===== config.mk =====
export PLATFORM = sky130hd
export DESIGN_NAME = ir_fetch
export DESIGN_NICKNAME = d
export VERILOG_FILES = /design/src/rtl/ir_fetch.sv
export SDC_FILE = /design/constraint.sdc
export NUM_CORES = 1
export LEC_CHECK = 0
export CAP_MARGIN = 0
export CORE_UTILIZATION = 30
export CTS_CLUSTER_DIAMETER = 200
export DETAILED_ROUTE_END_ITERATION = 7
export GPL_ROUTABILITY_DRIVEN = 0
export GPL_TIMING_DRIVEN = 0
export PLACE_DENSITY_LB_ADDON = 0.25
export SETUP_SLACK_MARGIN = 0.02
export SLEW_MARGIN = 40
export SYNTH_ARGS = -nofsm -noshare
export SYNTH_HDL_FRONTEND = slang
export SYNTH_SLANG_ARGS = --single-unit

===== constraint.sdc =====
create_clock -name clk -period 4.4 [get_ports clk]
set_input_delay 0.44 -clock clk [delete_from_list [all_inputs] [get_ports clk]]
set_output_delay 0.44 -clock clk [all_outputs]
set_load 0.01 [all_outputs]

===== src/rtl/ir_fetch.sv =====
`default_nettype none
// ============================================================================
// ir_fetch : fetches device/address instruction pairs into a small IR FIFO
// Rev 1.0
// ============================================================================
module ir_fetch #(
   parameter int DATA_WIDTH = 16,
   parameter int IR_DEPTH   = 4
) (
   input  logic                  clk,
   input  logic                  rst,
   input  logic [1:0]            i_ir_regfile_en,
   input  logic [DATA_WIDTH-1:0] i_ir_pointer,
   input  logic                  i_ir_pointer_valid,
   output logic                  o_mem_req,
   output logic [DATA_WIDTH-1:0] o_mem_addr,
   input  logic                  i_mem_ack,
   input  logic [DATA_WIDTH-1:0] i_mem_rdata,
   output logic                  o_inst_valid,
   input  logic                  i_inst_ready,
   output logic [DATA_WIDTH-1:0] o_device,
   output logic [DATA_WIDTH-1:0] o_address,
   output logic                  o_busy
);

   localparam int PTR_W = (IR_DEPTH > 1) ? $clog2(IR_DEPTH) : 1;
   localparam int CNT_W = $clog2(IR_DEPTH + 1);
   localparam logic [CNT_W-1:0] DEPTH_C = CNT_W'(IR_DEPTH);

   typedef enum logic [1:0] {
      F_IDLE    = 2'd0,
      F_DEV     = 2'd1,
      F_ADDR    = 2'd2,
      F_DISCARD = 2'd3
   } fetch_state_e;

   fetch_state_e          state_q, state_d;
   logic [DATA_WIDTH-1:0] pc_q, pc_d;
   logic [DATA_WIDTH-1:0] dev_hold_q, dev_hold_d;
   logic [DATA_WIDTH-1:0] mem_addr_q, mem_addr_d;
   logic [PTR_W-1:0]      wr_ptr_q, wr_ptr_d;
   logic [PTR_W-1:0]      rd_ptr_q, rd_ptr_d;
   logic [CNT_W-1:0]      count_q, count_d;
   logic [DATA_WIDTH-1:0] fifo_dev_q  [IR_DEPTH];
   logic [DATA_WIDTH-1:0] fifo_addr_q [IR_DEPTH];

   logic mode_work;
   logic mode_rst;
   logic flush;
   logic push;
   logic pop;
   logic inst_valid;

   assign mode_work  = (i_ir_regfile_en == 2'b10);
   assign mode_rst   = (i_ir_regfile_en == 2'b01);
   assign flush      = i_ir_pointer_valid | mode_rst;
   assign inst_valid = (count_q != '0);
   assign pop        = inst_valid & i_inst_ready;

   always_comb begin
      state_d    = state_q;
      pc_d       = pc_q;
      dev_hold_d = dev_hold_q;
      push       = 1'b0;
      case (state_q)
         F_IDLE: begin
            if (mode_work && (count_q < DEPTH_C) && !i_ir_pointer_valid)
               state_d = F_DEV;
         end
         F_DEV: begin
            if (flush) begin
               state_d = i_mem_ack ? F_IDLE : F_DISCARD;
            end else if (i_mem_ack) begin
               dev_hold_d = i_mem_rdata;
               pc_d       = pc_q + DATA_WIDTH'(1);
               state_d    = F_ADDR;
            end
         end
         F_ADDR: begin
            if (flush) begin
               state_d = i_mem_ack ? F_IDLE : F_DISCARD;
            end else if (i_mem_ack) begin
               push    = 1'b1;
               pc_d    = pc_q + DATA_WIDTH'(1);
               state_d = F_IDLE;
            end
         end
         F_DISCARD: begin
            if (i_mem_ack)
               state_d = F_IDLE;
         end
         default: state_d = F_IDLE;
      endcase
      if (flush)
         pc_d = i_ir_pointer;
      // A discarded read keeps presenting its original address; pc already points at the jump target.
      mem_addr_d = (state_d == F_DISCARD) ? mem_addr_q : pc_d;
   end

   always_comb begin
      wr_ptr_d = wr_ptr_q;
      rd_ptr_d = rd_ptr_q;
      count_d  = count_q;
      if (flush) begin
         wr_ptr_d = '0;
         rd_ptr_d = '0;
         count_d  = '0;
      end else begin
         if (push)
            wr_ptr_d = wr_ptr_q + PTR_W'(1);
         if (pop)
            rd_ptr_d = rd_ptr_q + PTR_W'(1);
         case ({push, pop})
            2'b10:   count_d = count_q + CNT_W'(1);
            2'b01:   count_d = count_q - CNT_W'(1);
            default: count_d = count_q;
         endcase
      end
   end

   always_ff @(posedge clk) begin
      if (rst) begin
         state_q    <= F_IDLE;
         pc_q       <= '0;
         dev_hold_q <= '0;
         mem_addr_q <= '0;
         wr_ptr_q   <= '0;
         rd_ptr_q   <= '0;
         count_q    <= '0;
      end else begin
         state_q    <= state_d;
         pc_q       <= pc_d;
         dev_hold_q <= dev_hold_d;
         mem_addr_q <= mem_addr_d;
         wr_ptr_q   <= wr_ptr_d;
         rd_ptr_q   <= rd_ptr_d;
         count_q    <= count_d;
      end
   end

   always_ff @(posedge clk) begin
      if (push) begin
         fifo_dev_q[wr_ptr_q]  <= dev_hold_q;
         fifo_addr_q[wr_ptr_q] <= i_mem_rdata;
      end
   end

   assign o_mem_req    = (state_q != F_IDLE);
   assign o_busy       = (state_q != F_IDLE);
   assign o_mem_addr   = mem_addr_q;
   assign o_inst_valid = inst_valid;
   assign o_device     = inst_valid ? fifo_dev_q[rd_ptr_q]  : '0;
   assign o_address    = inst_valid ? fifo_addr_q[rd_ptr_q] : '0;

endmodule
`default_nettype wire

==> results.txt <==
latest clock arrival within the worst-skew pair = 0.44 ns
leading post-synthesis cells by cell area = sky130_fd_sc_hd__edfxtp_1 50%, sky130_fd_sc_hd__dfxtp_1 15%, sky130_fd_sc_hd__mux4_2 9.4%
global-route wire length before repair = 27.1 mm
min cycle time layout = 3.09 ns
max-slew violation count = 0
worst setup slack after layout = 1.31 ns
antenna violations before repair = 0
FMAX = 0.323 GHz
cell with the most instances after synthesis = sky130_fd_sc_hd__edfxtp_1
most common flop cell mapped by yosys = sky130_fd_sc_hd__edfxtp_1
synthesized area = 7660 µm²
power density of the placed cells = 375 nW/µm²
overall track demand over capacity in global routing = 13.8%
total clock buffers created by CTS = 17
FP Rows = 58
clock skew after layout = 0.0147 ns
dpl cells = 935
number of clock sinks seen by CTS = 187
synth unique cells = 46
proportion of netlist area held by the largest area contributor = 50.2%
total routed wirelength = 16.9 mm
largest net degree at the start of global routing = 24
die height = 162 µm
setup total negative slack = 0 ns
post-synthesis sequential area ratio = 65.6%
category of the most critical setup path = reg2out
result of the run = complete, no violations
effective utilization at floorplan = 30.5%
Syn-to-layout area delta = 28.7%
share of async-settable or async-resettable flops after synthesis = 0%
Initial DRT Pass Iterations = 4
Compound-Gate Fraction of Synth Area = 4.56%
fraction of layout instances using a drive strength above 1 = 15.9%
count of warnings emitted by yosys = 0
commonest cells in the netlist = 128 x sky130_fd_sc_hd__edfxtp_1, 59 x sky130_fd_sc_hd__dfxtp_1, 40 x sky130_fd_sc_hd__nor2_1, 37 x sky130_fd_sc_hd__and2_1, 32 x sky130_fd_sc_hd__mux4_2
remaining routing DRC violations = 0
post-route fraction of the period consumed by the critical path = 70.3%
GRT overflow = 0
post-layout utilization of the core = 39.2%
Port Buffer Count = 89
first-iteration detailed-routing DRC count = 221
horizontal die dimension = 162 µm
Worst Hold Margin = 0.473 ns
clock transition at the register clock pins on the worst setup and hold paths after CTS = 0.08 ns
max-capacitance violation count = 0
vias in the first global route = 4836
detailed-route via count = 4589
routed length per instance = 17.5 µm
buffer levels on the longest clock path = 2
Post-CTS Hold Fix Bufs = 0
highest net fanout along the worst path = 10
Post-Synthesis Net Count = 559
library cell occupying the most area in the post-synthesis netlist = sky130_fd_sc_hd__edfxtp_1
element type at the critical path start = flip-flop
level count of the clock H-tree = 4
setup repair after global routing missed its margin = no
Root Buffer Master = sky130_fd_sc_hd__clkbuf_16
worst hold path stage count = 2
fraction of synthesized area in multiplexers = 13.2%
final-report setup violation count = 0
cell depth of the worst flop-to-flop path = 7
net total in the final layout = 675
per-cell via count in the routed design = 4.75
number of enable flip-flop cells after synthesis = 128
dominant combinational cell family by area after synthesis = multiplexers
fraction of synthesized cell area in xor and xnor cells = 2.29%
placeable core region = 25100 µm²
total die area = 26200 µm²
Detail Placement HPWL = 11.9 mm
required time worst endpoint = 3.96 ns
actual slew at the worst max-slew pin = 0.823 ns
Slew HR = 45.1%
number of gates resized after cts = 0
worst-case vdd ir drop = 0.254 mV
top-level I/O count = 90
adder and majority cell fraction of the synthesized area = 2.06%
endpoint class of the critical path = output port
post-synthesis area per instance = 15.1 µm²
Data arrival, critical path = 2.65 ns
clock tree from TritonCTS = yes
Setup Buffers After CTS = 0
post-synthesis register bit count = 187
Tightest Hold Check Type = reg2reg
count of non-filler cells in the finished layout = 967
leakage dissipation = 3.25 nW
antenna cell count = 0
Detail Route Antenna Nets = 0
simple-gate share of the synthesized area = 9.71%
count of mapped cells out of synthesis = 508
post-placement setup slack = 1.14 ns
Final Hold Viols = 0
-- state kept, by name, indices dropped and copies added (netlist names), named ones only --
| name | flops |
|---|---|
| fifo_addr_q | 64 |
| wr_ptr_q | 2 |
| dev_hold_q | 16 |
| count_q | 3 |
| state_q | 2 |
| fifo_dev_q | 64 |
| o_mem_addr | 16 |
| rd_ptr_q | 2 |
| pc_q | 16 |
-- metal layers --
layer / vias to the layer above / wire length (µm) / global-route usage (%)
li1: 2159 / - / -
met1: 2281 / 7190 / 16.7
met2: 135 / 8740 / 24.4
met3: 14 / 838 / 3.37
met4: 0 / 176 / 3.43
met5: - / 0 / 0
-- worst paths after layout --
check | from | end | slack (ns)
hold / removal | o_mem_addr[2]$_SDFFE_PP0P_ | o_mem_addr[2]$_SDFFE_PP0P_ | 0.47
hold reg to reg | o_mem_addr[2]$_SDFFE_PP0P_ | o_mem_addr[2]$_SDFFE_PP0P_ | 0.47
setup reg to reg | state_q[0]$_SDFF_PP0_ | o_mem_addr[10]$_SDFFE_PP0P_ | 2.03
setup / recovery | flip-flop | o_address[0] | 1.31
-- through the flow --
stage	area, µm²	total power, W
detailed placement	9210	0.00214
finish	9850	0.00369
floorplan	7660	0.00204
global placement	8960	0.00213
global route	9850	0.00383
CTS	9850	0.00373
-- worst max-delay path, cell delays in order (launching register included) --
cell and delay, ns:
sky130_fd_sc_hd__dfxtp_1 0.31, sky130_fd_sc_hd__clkbuf_1 0.24, sky130_fd_sc_hd__buf_2 0.45, sky130_fd_sc_hd__mux4_2 0.55, sky130_fd_sc_hd__and2_1 0.19, sky130_fd_sc_hd__clkdlybuf4s50_1 0.49
-- placed cells by master, fill, tap and decap left out, types with 3 or more instances in the layout --
cell / Yosys / final
sky130_fd_sc_hd__a21oi_1: 14 / 14
sky130_fd_sc_hd__xor2_1: 7 / 7
sky130_fd_sc_hd__nand4_1: 6 / 6
sky130_fd_sc_hd__inv_1: 19 / 19
sky130_fd_sc_hd__o21ai_0: 5 / 5
sky130_fd_sc_hd__o22ai_1: 6 / 6
sky130_fd_sc_hd__nand2_1: 11 / 11
sky130_fd_sc_hd__dfxtp_1: 59 / 59
sky130_fd_sc_hd__buf_4: 3 / 3
sky130_fd_sc_hd__clkbuf_1: 12 / 12
sky130_fd_sc_hd__clkdlybuf4s50_1: 0 / 89
sky130_fd_sc_hd__inv_12: 0 / 5
sky130_fd_sc_hd__buf_2: 6 / 6
sky130_fd_sc_hd__mux2i_1: 23 / 23
sky130_fd_sc_hd__nor2_1: 40 / 36
sky130_fd_sc_hd__mux4_2: 32 / 32
sky130_fd_sc_hd__edfxtp_1: 128 / 128
sky130_fd_sc_hd__a211oi_1: 5 / 5
sky130_fd_sc_hd__nor2_4: 0 / 4
sky130_fd_sc_hd__and2_1: 37 / 37
sky130_fd_sc_hd__nor3_1: 12 / 12
sky130_fd_sc_hd__mux2_2: 3 / 3
sky130_fd_sc_hd__a221o_1: 5 / 5
sky130_fd_sc_hd__ha_1: 11 / 11
sky130_fd_sc_hd__clkbuf_16: 0 / 17
sky130_fd_sc_hd__clkinv_8: 0 / 6
sky130_fd_sc_hd__nor4_1: 5 / 5
sky130_fd_sc_hd__nand3_1: 17 / 17
sky130_fd_sc_hd__xnor2_1: 13 / 13
sky130_fd_sc_hd__buf_16: 0 / 8
-- final cells by class --
class,count,area (µm²)
multi-input combinational,277,2460
clock buffer,17,425
inverter,19,71.3
sequential,187,5020
buffer,25,128
fill,2357,15300
timing repair buffer,97,1110
tap,330,413
clock inverter,15,219
-- report_power, final --
part / total (W) / switching, W / internal (W)
Clock: 0.00159 / 0.000792 / 0.000799
Sequential: 0.00191 / 0.0000211 / 0.00189
Combinational: 0.000191 / 0.0000950 / 0.0000958
-- cells by family after synthesis --
group                      Yosys count
and+or+nand+nor                    139
adders and majority gates           12
xor gates and xnor gates            20
DFF                                187
muxes                               60
AOI/OAI and AO/OA                   46
buffers and inverters               44
Note: power is estimated with default switching activity, not from simulation.
